==> src/rtl/retospect_cfg_pkg.sv <==
// Shared state encoding and chain geometry for the bitstream loader.
package retospect_cfg_pkg;

  typedef enum logic [1:0] {
    IDLE,
    FETCH,
    SHIFT,
    NNRST
  } state_t;

  localparam int CELL_BITS     = 19;
  localparam int CLOCKBOX_BITS = 48;

  // Total chain length for an x-by-y cell array behind the clockbox.
  function automatic int chain_len(input int x, input int y);
    return CLOCKBOX_BITS + x * y * CELL_BITS;
  endfunction

endpackage

==> src/rtl/retospect_rb_packer.sv <==
// Collects bits falling out of the chain tail into readback bytes and
// holds each completed byte until the consumer takes it.
module retospect_rb_packer (
  input  logic       clk,
  input  logic       reset,
  input  logic       shift_req,
  input  logic       sample,
  input  logic       last_bit,
  input  logic       rb_ready,
  output logic [7:0] rb_data,
  output logic       rb_valid,
  output logic       full
);

  logic [7:0] rb_sr;
  logic [2:0] rb_cnt;
  logic       due;
  logic       shift_en;
  logic [7:0] rb_next;

  // A transfer is due on the 8th bit or on the final chain bit; it can only
  // proceed once the holding register is empty or being emptied this cycle.
  always_comb begin
    due      = shift_req && ((rb_cnt == 3'd7) || last_bit);
    full     = rb_valid && !rb_ready && due;
    shift_en = shift_req && !full;
    rb_next  = {sample, rb_sr[7:1]};
  end

  // Shift register, holding register and valid flag.
  always_ff @(posedge clk or posedge reset) begin
    if (reset) begin
      rb_sr    <= '0;
      rb_cnt   <= '0;
      rb_data  <= '0;
      rb_valid <= 1'b0;
    end else begin
      if (rb_valid && rb_ready) rb_valid <= 1'b0;
      // NOTE: a later non-blocking assignment to the same flop wins, so a new
      // transfer below overrides the acceptance clear above in the same cycle.
      if (shift_en) begin
        if (due) begin
          // Right-align a short final byte; the unused upper bits fall out as 0.
          rb_data  <= rb_next >> (3'd7 - rb_cnt);
          rb_valid <= 1'b1;
          rb_sr    <= '0;
          rb_cnt   <= '0;
        end else begin
          rb_sr  <= rb_next;
          rb_cnt <= rb_cnt + 3'd1;
        end
      end
    end
  end

endmodule

==> src/rtl/retospect_bitstream_loader.sv <==
// Serial configuration master: streams bytes LSB first into the fabric
// chain, returns the displaced bits as readback, then pulses reset_nn.
module retospect_bitstream_loader
  import retospect_cfg_pkg::*;
#(
  parameter int CHAIN_LEN = chain_len(7, 10),
  parameter int CNT_W     = 11
) (
  input  logic             clk,
  input  logic             reset,
  input  logic             start,
  input  logic [7:0]       s_data,
  input  logic             s_valid,
  output logic             s_ready,
  output logic             cfg_en,
  output logic             cfg_bs,
  input  logic             cfg_bs_ret,
  output logic             cfg_nn_reset,
  output logic [7:0]       rb_data,
  output logic             rb_valid,
  input  logic             rb_ready,
  output logic             busy,
  output logic             done,
  output logic [CNT_W-1:0] bit_count
);

  localparam logic [CNT_W-1:0] LAST = CNT_W'(CHAIN_LEN);

  state_t           state, state_nx;
  logic [7:0]       tx_sr;
  logic [3:0]       nbits;
  logic [3:0]       nbits_load;
  logic [CNT_W-1:0] remaining;
  logic             shift_req;
  logic             load_start;
  logic             last_bit;
  logic             rb_full;

  // State register.
  always_ff @(posedge clk or posedge reset) begin
    if (reset) state <= IDLE;
    else       state <= state_nx;
  end

  // Next-state and control decode.
  always_comb begin
    // NOTE: every output of this block gets a default first so no path
    // through the case statement leaves a latch behind.
    state_nx     = state;
    s_ready      = 1'b0;
    shift_req    = 1'b0;
    cfg_nn_reset = 1'b0;
    load_start   = 1'b0;
    case (state)
      IDLE: begin
        // A pending readback byte must drain before the next load begins.
        if (start && !rb_valid) begin
          state_nx   = FETCH;
          load_start = 1'b1;
        end
      end
      FETCH: begin
        s_ready = 1'b1;
        if (s_valid) state_nx = SHIFT;
      end
      SHIFT: begin
        if (nbits == 4'd0) state_nx = (bit_count == LAST) ? NNRST : FETCH;
        else               shift_req = 1'b1;
      end
      NNRST: begin
        cfg_nn_reset = 1'b1;
        state_nx     = IDLE;
      end
      default: state_nx = IDLE;
    endcase
  end

  // Shift enable, chain data and byte sizing for the final partial byte.
  always_comb begin
    cfg_en     = shift_req && !rb_full;
    cfg_bs     = cfg_en & tx_sr[0];
    busy       = (state != IDLE);
    last_bit   = (bit_count == LAST - 1'b1);
    remaining  = LAST - bit_count;
    nbits_load = (int'(remaining) >= 8) ? 4'd8 : 4'(remaining);
  end

  // Transmit shifter, per-byte bit budget, load counter and done pulse.
  always_ff @(posedge clk or posedge reset) begin
    if (reset) begin
      tx_sr     <= '0;
      nbits     <= '0;
      bit_count <= '0;
      done      <= 1'b0;
    end else begin
      done <= (state == NNRST);
      if (load_start) bit_count <= '0;
      if (state == FETCH && s_valid) begin
        tx_sr <= s_data;
        nbits <= nbits_load;
      end
      if (cfg_en) begin
        tx_sr     <= tx_sr >> 1;
        nbits     <= nbits - 4'd1;
        bit_count <= bit_count + 1'b1;
      end
    end
  end

  retospect_rb_packer u_rb_packer (
    .clk      (clk),
    .reset    (reset),
    .shift_req(shift_req),
    .sample   (cfg_bs_ret),
    .last_bit (last_bit),
    .rb_ready (rb_ready),
    .rb_data  (rb_data),
    .rb_valid (rb_valid),
    .full     (rb_full)
  );

endmodule

==> config.mk <==
export PLATFORM = sky130hd
export DESIGN_NAME = retospect_bitstream_loader
export DESIGN_NICKNAME = d
export VERILOG_FILES = /design/src/rtl/retospect_cfg_pkg.sv /design/src/rtl/retospect_rb_packer.sv /design/src/rtl/retospect_bitstream_loader.sv
export SDC_FILE = /design/constraint.sdc
export NUM_CORES = 1
export LEC_CHECK = 0
export CAP_MARGIN = 10
export CELL_PAD_IN_SITES_DETAIL_PLACEMENT = 1
export CELL_PAD_IN_SITES_GLOBAL_PLACEMENT = 1
export CORE_MARGIN = 2
export CORE_UTILIZATION = 35
export CTS_BUF_LIST = sky130_fd_sc_hd__clkbuf_2 sky130_fd_sc_hd__clkbuf_4 sky130_fd_sc_hd__clkbuf_8
export DETAILED_ROUTE_END_ITERATION = 7
export PLACE_DENSITY_LB_ADDON = 0.1
export SLEW_MARGIN = 10
export SYNTH_ARGS = -nofsm -noshare
export SYNTH_HDL_FRONTEND = slang
export SYNTH_SLANG_ARGS = --single-unit
==> constraint.sdc <==
create_clock -name clk -period 3 [get_ports clk]
set_input_delay 0.75 -clock clk [delete_from_list [all_inputs] [get_ports clk]]
set_output_delay 0.75 -clock clk [all_outputs]
set_load 0.05 [all_outputs]
==> flow_summary.toml, run 1 <==
[die]
die_h_um = 89.44
initial_core_util_pct = 35.61
die-width_um = 89.44
core_area_um2 = 7176
die_area_um2 = 8000
num_io_pins = 40
num_rows = 31

[detailed_routing]
routedWlPerCell_um = 15.85
ant_nets = 0
vias = 2112
routed_wl_mm = 6.465
first_pass_iters = 4
drtIter0Drc = 124
drc = 0
vias_per_cell = 5.176

[timing]
timing.setup.tns_ps = 0
min_period_ps = 2825
rsz0062_at_grt = "no"
tightest_slew_ps = 735.5
finalHoldViolCount = 0
fin_crit_sh_pct = 94.18
drv_slew = 0
slew_headroom_pct = 50.66
fin_skew_ps = 8.972
fmax_mhz = 353.9
setup_violations = 0

[layout]
nets = 329
seq_area_um2 = 1126
drive_gt1_share_pct = 12.94
fill_cells = 814
final_common_cell = "dfrtp_1"
multi_input_area_um2 = 1320
layout_common_cells = "dfrtp_1, nand2_1, clkdlybuf4s50_1"
syn_to_final_growth_pct = 25.86
antenna_cells = 0

[setup_path]
critical_path_class = "input pin to output port"
cp.required_ps = 2250
rrSetupSlack_ps = 700
timing.rr.end = "nbits[3]$_DFFE_PP0P_"
reg2reg_depth = 5
critPathCaptureType = "output port"
critPathMaxFanout = 5
r2r-start = "bit_count[2]$_DFFE_PP0P_"
startpoint_type = "input pin"
cp.arrival_ps = 2080

[yosys]
synth-edff-count = 0
ys_ff_latch = 45
syn-cell-area_um2 = 2555
postSynthCellCount = 263
synth_async_sr_flop_share_pct = 100.0
synthFlopType = "dfrtp_1"
synth_cell_types = 50
synth.avg_cell_area_um2 = 9.715
synthesis.nets = 284
ys_warn_count = 0
yosysSeqAreaShare_pct = 44.07

[global_route]
grt_usage_pct = 17.69
antenna_found_initial = 0
grt_pass1_wl_mm = 10.81
grt.overflow.total = 0
grt_max_degree = 29
grt_pass1_vias = 2125

[clocking]
cts.clk_slew.worst_paths_ps = 100
cts_buffers = 5
cts_tree = "built"
cts-hold-fix-buffers = 0
clock_sinks = 45
postCtsSetupBuffers = 0
cts-resized-gates = 0
root_buffer = "clkbuf_8"
h-tree-depth = 2
worstSkewPairLatency_ps = 310
cts_max_path_buffers = 2

[pwr]
p_sw_mw = 1.144
power_density_nw_per_um2 = 822.7
p_sw_share_pct = 43.26
combPwrFrac_pct = 49.5
clkPwrFrac_pct = 15.1
p_int_mw = 1.501
pwr-share-seq_pct = 35.4
leakagePower_nw = 1.400
finalPower_mw = 2.645
vdd_ir_drop_max_v = 0.0004408

[place]
hpwl_mm = 4.687
portBuffers = 39
gp_congestion = 0.8241

[hold_path]
whs_endpoint = "u_rb_packer.rb_data[4]$_DFFE_PP0P_"
hold_class = "flop to flop"
min-delay-start = "u_rb_packer.rb_data[4]$_DFFE_PP0P_"
whs_path_depth = 2

[flow_run]
max_cap_viol_count = 0

[run_status]
status = "finished, final reports clean"
## cell usage after synthesis, types with 3 or more instances
master,instances,area [um^2]
a21oi_1,13,65.06
a22o_1,10,87.58
a22oi_1,7,52.55
and3_1,4,25.02
buf_2,4,20.02
clkbuf_1,6,22.52
dfrtp_1,45,1126
ha_1,7,87.58
inv_1,9,33.78
mux2i_1,12,120.1
nand2_1,42,157.7
nand2b_1,3,18.77
nand3_1,10,50.05
nand4_1,5,31.28
nor2_1,9,33.78
nor2b_1,5,31.28
nor3b_1,4,30.03
o21ai_0,13,65.06
o22ai_1,3,18.77
o31ai_1,3,22.52
or2_2,3,18.77
xnor2_1,3,26.28
xor2_1,5,43.79
## through the flow
stage / utilization, % / hold WS (ps) / cells / cell area, um^2 / worst slack, ps
floorplan: - / 437.7 / 263 / 2555 / 225.3
global placement: 43.35 / 450.9 / 400 / 3110 / 41.99
detailed placement: 43.35 / 460.8 / 400 / 3110 / 65.38
CTS: 44.62 / 483.9 / 408 / 3202 / 49.52
global route: 44.81 / 499.5 / 408 / 3216 / 60.96
finish: 44.81 / 478.7 / 408 / 3216 / 174.5
## logic make-up (layout without fill, tap and decap cells)
| group | Yosys count | count (layout) | synth area share [%] |
|---|---|---|---|
| muxes | 16 | 16 | 7.346 |
| buffers and inverters | 23 | 69 | 4.799 |
| DFF | 45 | 45 | 44.07 |
| xor gates and xnor gates | 8 | 8 | 2.743 |
| and+or+nand+nor | 99 | 99 | 19.54 |
| adders and majority gates | 7 | 7 | 3.428 |
| AOI/OAI and AO/OA | 65 | 65 | 18.07 |
## power groups by stage
stage / registers, mW / clock network, mW / logic, mW
6_report: 0.937 / 0.399 / 1.31
5_1_grt: 0.965 / 0.430 / 1.44
3_3_place_gp: 0.939 / 0 / 1.29
2_1_floorplan: 1.03 / 0 / 0.792
3_5_place_dp: 0.948 / 0 / 1.31
4_1_cts: 0.938 / 0.411 / 1.31
## flip-flops by register name (all words and copies together), names as in the netlist
register              count
done                      1
u_rb_packer.rb_data       8
nbits                     4
bit_count                11
u_rb_packer.rb_cnt        3
u_rb_packer.rb_sr         7
tx_sr                     8
u_rb_packer.rb_valid      1
state                     2
## per-layer routing
| metal | vias to the layer above | track usage, % | wire, um | share of wire [%] |
|---|---|---|---|---|
| li1 | 1033 | - | - | - |
| met1 | 1042 | 26.19 | 3283 | 51 |
| met5 | - | 0 | 0 | 0 |
| met4 | 0 | 4.613 | 67 | 1.0 |
| met2 | 31 | 26.73 | 2954 | 46 |
| met3 | 6 | 3.047 | 160 | 2.5 |
## worst max-delay path, cell delays in order
cell and delay [ps]:
clkdlybuf4s50_1 510, nor2b_1 100, a211oi_4 310, nand2_1 120
inv_1 130, buf_12 150
## worst max path at each step
| stage | to | from | slack [ps] |
|---|---|---|---|
| after floorplan | cfg_en | bit_count[2]$_DFFE_PP0P_ | 230 |
| after global placement | cfg_en | rb_ready | 40 |
| after detailed placement | cfg_en | rb_ready | 70 |
| after CTS | cfg_en | rb_ready | 50 |
| after global routing | cfg_en | rb_ready | 60 |
| final | cfg_en | rb_ready | 170 |
## cell type report
class                           count  share of cell area (%)
Clock inverter                      3                  0.7004
Clock buffer                        5                   2.140
Inverter                            9                   1.051
Sequential cell                    45                   35.02
Tap cell                           99                   3.852
Multi-Input combinational cell    195                   41.05
Timing Repair Buffer               52                   16.19
No activity file was read; power rests on OpenSTA's default activity.
==> run 2, diff against run 1 <==
--- a/config.mk
+++ b/config.mk
@@ -8,6 +8,7 @@
 export CAP_MARGIN = 10
 export CELL_PAD_IN_SITES_DETAIL_PLACEMENT = 1
 export CELL_PAD_IN_SITES_GLOBAL_PLACEMENT = 1
+export CORE_ASPECT_RATIO = 1.25
 export CORE_MARGIN = 2
 export CORE_UTILIZATION = 35
 export CTS_BUF_LIST = sky130_fd_sc_hd__clkbuf_2 sky130_fd_sc_hd__clkbuf_4 sky130_fd_sc_hd__clkbuf_8
==> flow_summary.toml, run 2 (synthesis gave the netlist of run 1 again) <==
[pwr]
p_sw_mw = 1.120
pwr-share-seq_pct = 36.1
combPwrFrac_pct = 48.5
clkPwrFrac_pct = 15.4
p_int_mw = 1.527
p_sw_share_pct = 42.31
power_density_nw_per_um2 = 826.2
vdd_ir_drop_max_v = 0.0003675
leakagePower_nw = 1.419

[hold_path]
min-delay-start = "u_rb_packer.rb_data[4]$_DFFE_PP0P_"
hold_class = "flop to flop"
whs_endpoint = "u_rb_packer.rb_data[4]$_DFFE_PP0P_"
whs_path_depth = 2

[layout]
drive_gt1_share_pct = 13.23
antenna_cells = 0
largest_reg_flops = 11
nets = 330
seq_area_um2 = 1126
top_regs = "bit_count (11), tx_sr (8), u_rb_packer.rb_data (8)"
final_cell_count_no_fill = 400
final_common_cell = "dfrtp_1"
syn_to_final_growth_pct = 25.37
multi_input_area_um2 = 1306
regMostFlops = "bit_count"
fill_cells = 809
layout_common_cells = "dfrtp_1, nand2_1, clkdlybuf4s50_1"

[timing]
fmax_mhz = 349.4
rsz0062_at_grt = "no"
finalHoldViolCount = 0
min_period_ps = 2862
hold_ws_ps = 479.4
fin_ws_ps = 138.0
slew_headroom_pct = 57.16
fin_skew_ps = 7.250
setup_violations = 0
fin_crit_sh_pct = 95.40
timing.setup.tns_ps = 0
tightest_slew_ps = 640.2
drv_slew = 0

[die]
num_io_pins = 40
die_area_um2 = 8004
num_rows = 34
initial_core_util_pct = 36.40
die-width_um = 80.42
die_h_um = 99.53
core_area_um2 = 7019

[setup_path]
critPathCaptureType = "output port"
r2r-start = "nbits[0]$_DFFE_PP0P_"
critical_path_class = "input pin to output port"
startpoint_type = "input pin"
reg2reg_depth = 9
rrSetupSlack_ps = 630
cp.arrival_ps = 2110
timing.rr.end = "bit_count[10]$_DFFE_PP0P_"
cp.required_ps = 2250
critPathMaxFanout = 3

[global_route]
antenna_found_initial = 0
grt_pass1_wl_mm = 11.24
grt_usage_pct = 18.22
grt_pass1_vias = 2228
grt_max_degree = 26
grt.overflow.total = 0

[run_status]
status = "finished, final reports clean"

[clocking]
cts_buffers = 5
clock_sinks = 45
cts-hold-fix-buffers = 0
worstSkewPairLatency_ps = 310
cts_max_path_buffers = 2
h-tree-depth = 2
cts_tree = "built"
cts-resized-gates = 0
postCtsSetupBuffers = 0
root_buffer = "clkbuf_8"
cts.clk_slew.worst_paths_ps = 90

[detailed_routing]
routed_wl_mm = 6.553
ant_nets = 0
vias = 2104
first_pass_iters = 4
routedWlPerCell_um = 16.38
drtIter0Drc = 95
drc = 0
vias_per_cell = 5.260

[place]
pre_cts_slack_ps = 155.3
hpwl_mm = 4.842
gp_congestion = 0.7654
portBuffers = 39
placedCellCount = 392

[flow_run]
max_cap_viol_count = 0
[run 2: power by group through the flow]
stage / Combinational, mW / Sequential (mW) / Clock [mW]
after floorplan: 0.792 / 1.03 / 0
after global placement: 1.28 / 0.960 / 0
after detailed placement: 1.30 / 0.966 / 0
after CTS: 1.31 / 0.956 / 0.422
after global routing: 1.43 / 0.990 / 0.440
final: 1.28 / 0.955 / 0.407
[run 2: per-stage QoR]
step / utilization, % / instance area, um^2 / power, mW
floorplan: - / 2555 / 1.824
global placement: 44.26 / 3107 / 2.243
detailed placement: 44.26 / 3107 / 2.266
CTS: 45.63 / 3203 / 2.685
global route: 45.63 / 3203 / 2.857
finish: 45.63 / 3203 / 2.646
[run 2: how the worst max path moves through the flow]
stage,from,slack (ps),endpoint,cells past startpoint
floorplan,bit_count[2]$_DFFE_PP0P_,230,cfg_en,6
global placement,rb_ready,160,cfg_en,6
detailed placement,rb_ready,160,cfg_bs,5
CTS,rb_ready,110,cfg_bs,5
global route,rb_ready,70,cfg_en,6
finish,rb_ready,140,cfg_bs,5
[run 2: cell type report]
class / count / share of cell area (%)
multi-input combinational: 195 / 40.78
sequential: 45 / 35.16
timing repair buffer: 53 / 16.48
tap: 90 / 3.516
clock buffer: 6 / 2.578
inverter: 9 / 1.055
clock inverter: 2 / 0.4297
[run 2: per-layer routing]
layer,track usage [%],share of wire [%]
met3,2.722,2.2
met2,33.27,55
met5,0,0
met4,5.476,1.4
met1,21.74,41
[run 2: critical path, stage by stage]
cell and delay (ps):
clkdlybuf4s50_1 520, nor2b_1 90, a211oi_2 340, and3_1 260, buf_12 150
